--- src/rtl/oci_trace_pkg.sv ---
// Shared types and constants for the OCI debug-trace capture block.
package oci_trace_pkg;

    localparam int unsigned DEF_DATA_W  = 30;
    localparam int unsigned DEF_COUNT_W = 4;

    localparam int unsigned MODE_DROP = 0;
    localparam int unsigned MODE_WRAP = 1;

    typedef enum logic [1:0] {
        ST_IDLE    = 2'd0,
        ST_CAPTURE = 2'd1,
        ST_DRAIN   = 2'd2,
        ST_DONE    = 2'd3
    } state_e;

    // Trace entry at the default widths, as seen on rd_data.
    typedef struct packed {
        logic [DEF_COUNT_W-1:0] count;
        logic [DEF_DATA_W-1:0]  buffer;
    } entry_t;

endpackage

--- src/rtl/oci_trace_fifo.sv ---
// Circular trace FIFO with show-ahead registered read port, flush,
// and a drop-newest or overwrite-oldest policy when full.
module oci_trace_fifo
    import oci_trace_pkg::*;
#(
    parameter int unsigned ENTRY_W   = 34,
    parameter int unsigned DEPTH     = 16,
    parameter int unsigned WRAP_MODE = MODE_DROP
) (
    input  logic                     clk,
    input  logic                     reset,
    input  logic                     flush,
    input  logic                     push,
    input  logic                     pop,
    input  logic [ENTRY_W-1:0]       wdata,
    output logic [ENTRY_W-1:0]       rd_data,
    output logic                     rd_valid,
    output logic [$clog2(DEPTH):0]   level,
    output logic                     ovf_pulse_c
);

    localparam int unsigned AW = $clog2(DEPTH);
    localparam int unsigned LW = AW + 1;

    logic [ENTRY_W-1:0] mem_q [DEPTH];
    logic [AW-1:0]      wr_ptr_q, wr_ptr_d;
    logic [AW-1:0]      rd_ptr_q, rd_ptr_d;
    logic [LW-1:0]      level_q, level_d;
    logic [ENTRY_W-1:0] rd_data_q, rd_data_d;
    logic               rd_valid_q, rd_valid_d;
    logic               wr_en_c, rd_adv_c, lvl_inc_c, pop_ok_c, full_c;

    // Policy decode, pointer/level update and next show-ahead word.
    always_comb begin
        wr_en_c     = 1'b0;
        lvl_inc_c   = 1'b0;
        ovf_pulse_c = 1'b0;
        full_c      = (level_q == LW'(DEPTH));
        pop_ok_c    = pop && (level_q != '0) && !flush;
        rd_adv_c    = pop_ok_c;

        if (!flush && push) begin
            if (!full_c || pop_ok_c) begin
                wr_en_c   = 1'b1;
                lvl_inc_c = 1'b1;
            end else if (WRAP_MODE == MODE_WRAP) begin
                wr_en_c     = 1'b1;
                rd_adv_c    = 1'b1;
                ovf_pulse_c = 1'b1;
            end else begin
                ovf_pulse_c = 1'b1;
            end
        end

        if (flush) begin
            wr_ptr_d = '0;
            rd_ptr_d = '0;
            level_d  = '0;
        end else begin
            wr_ptr_d = wr_ptr_q + AW'(wr_en_c);
            rd_ptr_d = rd_ptr_q + AW'(rd_adv_c);
            level_d  = level_q + LW'(lvl_inc_c) - LW'(pop_ok_c);
        end

        // Bypass the write when the new head is the slot being written.
        rd_valid_d = (level_d != '0);
        if (level_d == '0) begin
            rd_data_d = '0;
        end else if (wr_en_c && (wr_ptr_q == rd_ptr_d)) begin
            rd_data_d = wdata;
        end else begin
            rd_data_d = mem_q[rd_ptr_d];
        end
    end

    always_ff @(posedge clk) begin
        if (wr_en_c) begin
            mem_q[wr_ptr_q] <= wdata;
        end
    end

    always_ff @(posedge clk or posedge reset) begin
        if (reset) begin
            wr_ptr_q   <= '0;
            rd_ptr_q   <= '0;
            level_q    <= '0;
            rd_data_q  <= '0;
            rd_valid_q <= 1'b0;
        end else begin
            wr_ptr_q   <= wr_ptr_d;
            rd_ptr_q   <= rd_ptr_d;
            level_q    <= level_d;
            rd_data_q  <= rd_data_d;
            rd_valid_q <= rd_valid_d;
        end
    end

    assign rd_data  = rd_data_q;
    assign rd_valid = rd_valid_q;
    assign level    = level_q;

endmodule

--- src/rtl/oci_dct_trace_capture.sv ---
// Samples the CPU DCT buffer on each count change into a trace FIFO,
// with capture/drain/done sequencing and a saturating overflow counter.
module oci_dct_trace_capture
    import oci_trace_pkg::*;
#(
    parameter int unsigned DATA_W    = 30,
    parameter int unsigned COUNT_W   = 4,
    parameter int unsigned DEPTH     = 16,
    parameter int unsigned WRAP_MODE = 0,
    parameter int unsigned OVF_W     = 16
) (
    input  logic                        clk,
    input  logic                        reset,
    input  logic                        capture_en,
    input  logic [DATA_W-1:0]           dct_buffer,
    input  logic [COUNT_W-1:0]          dct_count,
    input  logic                        test_ending,
    input  logic                        test_has_ended,
    output logic [COUNT_W+DATA_W-1:0]   rd_data,
    output logic                        rd_valid,
    input  logic                        rd_ready,
    output logic [$clog2(DEPTH):0]      level,
    output logic [OVF_W-1:0]            overflow_cnt,
    output logic                        done,
    output logic [1:0]                  state_o
);

    localparam int unsigned ENTRY_W = COUNT_W + DATA_W;

    state_e              state_q, state_d;
    logic [COUNT_W-1:0]  prev_count_q, prev_count_d;
    logic [OVF_W-1:0]    ovf_cnt_q, ovf_cnt_d;
    logic                done_q, done_d;
    logic                push_req_c, pop_c, flush_c, ovf_pulse_c;

    // Sequencing, change detection and overflow accounting.
    always_comb begin
        state_d      = state_q;
        flush_c      = 1'b0;
        prev_count_d = dct_count;
        pop_c        = rd_valid && rd_ready;
        push_req_c   = (state_q == ST_CAPTURE) && (dct_count != prev_count_q)
                       && !test_ending;

        unique case (state_q)
            ST_IDLE:    if (capture_en)     state_d = ST_CAPTURE;
            ST_CAPTURE: if (test_ending)    state_d = ST_DRAIN;
            ST_DRAIN:   if (level == '0)    state_d = ST_DONE;
            ST_DONE:    state_d = ST_DONE;
            default:    state_d = ST_IDLE;
        endcase

        if (test_has_ended) begin
            state_d = ST_DONE;
            flush_c = 1'b1;
        end

        ovf_cnt_d = ovf_cnt_q;
        if (ovf_pulse_c && (ovf_cnt_q != '1)) begin
            ovf_cnt_d = ovf_cnt_q + OVF_W'(1);
        end

        done_d = (state_d == ST_DONE);
    end

    always_ff @(posedge clk or posedge reset) begin
        if (reset) begin
            state_q      <= ST_IDLE;
            prev_count_q <= '0;
            ovf_cnt_q    <= '0;
            done_q       <= 1'b0;
        end else begin
            state_q      <= state_d;
            prev_count_q <= prev_count_d;
            ovf_cnt_q    <= ovf_cnt_d;
            done_q       <= done_d;
        end
    end

    oci_trace_fifo #(
        .ENTRY_W   (ENTRY_W),
        .DEPTH     (DEPTH),
        .WRAP_MODE (WRAP_MODE)
    ) u_fifo (
        .clk         (clk),
        .reset       (reset),
        .flush       (flush_c),
        .push        (push_req_c),
        .pop         (pop_c),
        .wdata       ({dct_count, dct_buffer}),
        .rd_data     (rd_data),
        .rd_valid    (rd_valid),
        .level       (level),
        .ovf_pulse_c (ovf_pulse_c)
    );

    assign overflow_cnt = ovf_cnt_q;
    assign done         = done_q;
    assign state_o      = state_q;

endmodule

--- config.mk ---
export PLATFORM = sky130hd
export DESIGN_NAME = oci_dct_trace_capture
export DESIGN_NICKNAME = d
export VERILOG_FILES = /design/src/rtl/oci_trace_pkg.sv /design/src/rtl/oci_trace_fifo.sv /design/src/rtl/oci_dct_trace_capture.sv
export SDC_FILE = /design/constraint.sdc
export NUM_CORES = 1
export LEC_CHECK = 0
export BUFFER_PORTS_ARGS = -buffer_cell sky130_fd_sc_hd__buf_2
export CAP_MARGIN = 10
export CORE_MARGIN = 3
export CORE_UTILIZATION = 61
export DETAILED_ROUTE_END_ITERATION = 8
export MAX_ROUTING_LAYER = met4
export PLACE_DENSITY = 0.87
export RECOVER_POWER = 25
export REMOVE_ABC_BUFFERS = 1
export SYNTH_ARGS = -nofsm -noshare
export SYNTH_HDL_FRONTEND = slang
export SYNTH_HIERARCHICAL = 1
export SYNTH_SLANG_ARGS = --single-unit
--- constraint.sdc ---
create_clock -name clk -period 5.4 [get_ports clk]
set_input_delay 0.81 -clock clk [delete_from_list [all_inputs] [get_ports clk]]
set_output_delay 0.81 -clock clk [all_outputs]
set_load 0.1 [all_outputs]
==> impl_results.md <==
- Fin Setup TNS: 0 ns
- Clock root buffer: clkbuf_16
- Top FF cell, synth: edfxtp_1
- Clk_lat worst skew: 0.62 ns
- Hold Vio Cnt, Final: 0
- Max frequency: 0.244 GHz
- Tmin final: slightly above 4 ns
- Final RePlAce weighted congestion: 0.812
- Die width: 206 um
- CTS clock-pin slew for the worst setup and hold paths: 0.07 ns
- RSZ-0062 raised after global routing: false
- Hold_buf cts: 0
- Leading cell types in the layout, fill and taps excluded: edfxtp_1 (544), o22ai_1 (136), dfrtp_1 (71), buf_2 (71), a22oi_1 (69)
- Status: complete, no violations
- Core ar.: 39,000 sq um
- Worst Path Arrival: 4.59 ns
- Final #Nets: ~1,600
- DRC Markers: 0
- Post-DP Area: 25,500 sq um
- Row Count: 72
- Met3 Use GR: roughly 5.7%
- Placed cell count: 2,004
- Maxcap violations: 0
- I/O Buffers: slightly below 100
- Post-synth EDFFs: 544
- Asr flop ratio synth: 11.5%
- Buffer count from post-CTS setup fixing: 0
- Final instance area: 27,400 sq um
- DIE AREA: between 40,000 and 50,000 sq um
- PostCTS Resize Cnt: 0
- CTS tree: built
- Met1 GRT Util: 37.0%
- Final WS setup: roughly 1.3 ns
- Detail Route Antenna Nets: 0
- Worst setup EP type: flip-flop
- Number of DRC markers in iteration 0: approximately 1,700
- Leak: approximately 9 nW
- Fin. max-slew vios: 0
- Met2 Use GR: 47.0%
- Netlist cell types: 65
- Pre-antenna DRT Iters: 6
- Pwr dens: roughly 440 nW/um^2
- Synth warn: 6
- Fraction of layout cells with a size suffix above 1: between 20 and 25%
- Worst Tran Pin Value: 1.12 ns
- I/O Pins: 99
- Clock Sinks: 615
- Vias per inst: ~6.9
- Final Setup Violations: 0
- Worst-path maximum fanout: 35
- Initial Util: 62.3%
- Syn-to-layout area delta: 12.9%
- GRT Max-Usage Layer: met2
- Final cycle utilization of the critical path: 75.8%
- Post-Place Worst Slack: 1.08 ns
- Skew final: about 0.024 ns
- Total CTS buffers: 57
- Maximum vdd drop: 475 uV
- CTS Buffer Depth: 3
- DR vias: ~15,000
- #FFs+latches synth: 615
- Global-route usage over all layers: 29.4%
- Sequential area share after synthesis: 74.6%
- H-tree depth: 2
- Worst setup SP type: input pin
- Worst Path Class, Setup: in2reg
- Fin cells: 2,115
- First-pass GRT wire length: 89,600 um
- Most common cell after layout, fill and taps aside: edfxtp_1
- Initial antenna violation count: 2
- Post-synthesis cell count: 1,450
- Largest net degree at the start of global routing: around 120
- Rel. slew slack: 25.3%
- DPL Wire Length: 30,800 um
- Post-Syn Area: 24,300 sq um
- Die Ht: 206 um
- Worst Path Required: 5.90 ns
- DRT Wirelength: 60,300 um
- Gr ovfl total: 0
- Vias in the first global route: 14,900
- Synthesized area per cell: 16.8 sq um
- HP Class: in2async
- Routed len/inst: 28.5 um
## path summary, 6_finish.rpt
kind	startpoint	endpoint	slack (ns)	cells after the start
worst max-delay path	dct_count[3]	u_fifo/rd_data[21]$_DFF_PP0_	1.30	17
worst min-delay path	reset	overflow_cnt[12]$_DFFE_PP0P_	0.39	2
worst max register to register	u_fifo/level[2]$_DFF_PP0_	u_fifo/rd_data[21]$_DFF_PP0_	1.31	12
worst min register to register	overflow_cnt[7]$_DFFE_PP0P_	overflow_cnt[7]$_DFFE_PP0P_	0.50	1
max in group asynchronous	reset	u_fifo/rd_data[22]$_DFF_PP0_	4.39	3
min in group clk	overflow_cnt[7]$_DFFE_PP0P_	overflow_cnt[7]$_DFFE_PP0P_	0.50	1
## kinds of logic after synthesis
group / synth area share (%)
flip-flops: 74.6
AO/OA/AOI/OAI: 11.9
AND/OR/NAND/NOR: 3.91
buffers and inverters: 2.16
multiplexers: 6.01
XOR/XNOR: 0.829
adder cells (fa/ha/maj): 0.597
## critical path: stages
cell	delay [ns]
clkbuf_1	0.51
xor2_1	0.27
nor4_1	0.11
nor4b_1	0.39
and3_1	0.35
inv_1	0.07
o21ai_0	0.16
ha_1	0.19
inv_1	0.06
fa_1	0.42
inv_1	0.07
a21oi_1	0.05
o21bai_1	0.15
xnor2_1	0.11
a41o_2	0.30
buf_12	0.18
a311oi_2	0.33
## Yosys cell counts (all sizes together) (14+ instances only)
master    n  share of area, %
buf      42               1.0
nor2     57              0.88
or2      22              0.57
a311oi   23               1.4
xnor2    14              0.50
dfrtp    71               7.3
inv      14              0.22
a21oi    41              0.84
edfxtp  544                67
o21ai    70               1.5
mux2     61               2.9
clkbuf   60              0.93
a22oi    69               2.1
o22ai   136               3.5
nand2    32              0.49
mux4     34               3.2
o211ai   22              0.68
## stage by stage
stage | util, % | total power [mW] | hold WS [ns]
after global placement | 65.5 | 7.92 | 0.479
after CTS | 70.4 | 12.0 | 0.395
after floorplan | - | 7.38 | 0.649
final | 70.3 | 12.0 | 0.388
after detailed placement | 65.5 | 7.98 | 0.489
after global routing | 70.3 | 12.3 | 0.453
## routing by layer
metal / wire (um) / share of wire [%]
met1: 20900 / 35
met4: 2780 / 4.6
met5: 0 / 0
met3: 6610 / 11
met2: 30000 / 50
## where the power goes
group | leakage (nW) | total [mW] | internal [mW] | switching, mW
logic | 2.24 | 2.51 | 0.587 | 1.92
clock network | 0.944 | 4.06 | 2.33 | 1.73
registers | 5.83 | 5.41 | 5.31 | 0.0962
total | 9.01 | 12.0 | 8.23 | 3.75
## layout make-up
class,count,area [sq um]
Timing Repair Buffer,138,832
Inverter,14,52.6
Sequential cell,615,18100
Tap cell,518,648
Clock inverter,29,314
Clock buffer,79,1600
Fill cell,2237,11600
Antenna cell,3,7.51
Multi-Input combinational cell,719,5860
## flip-flops by register name (all words and copies together) (netlist names), 2 cells and up
name	cells
u_fifo/rd_ptr_q	4
u_fifo/mem_q	544
prev_count_q	4
u_fifo/level	5
u_fifo/rd_data	34
state_o	2
u_fifo/wr_ptr_q	4
overflow_cnt	16
Power figures use the tool's default switching activity.
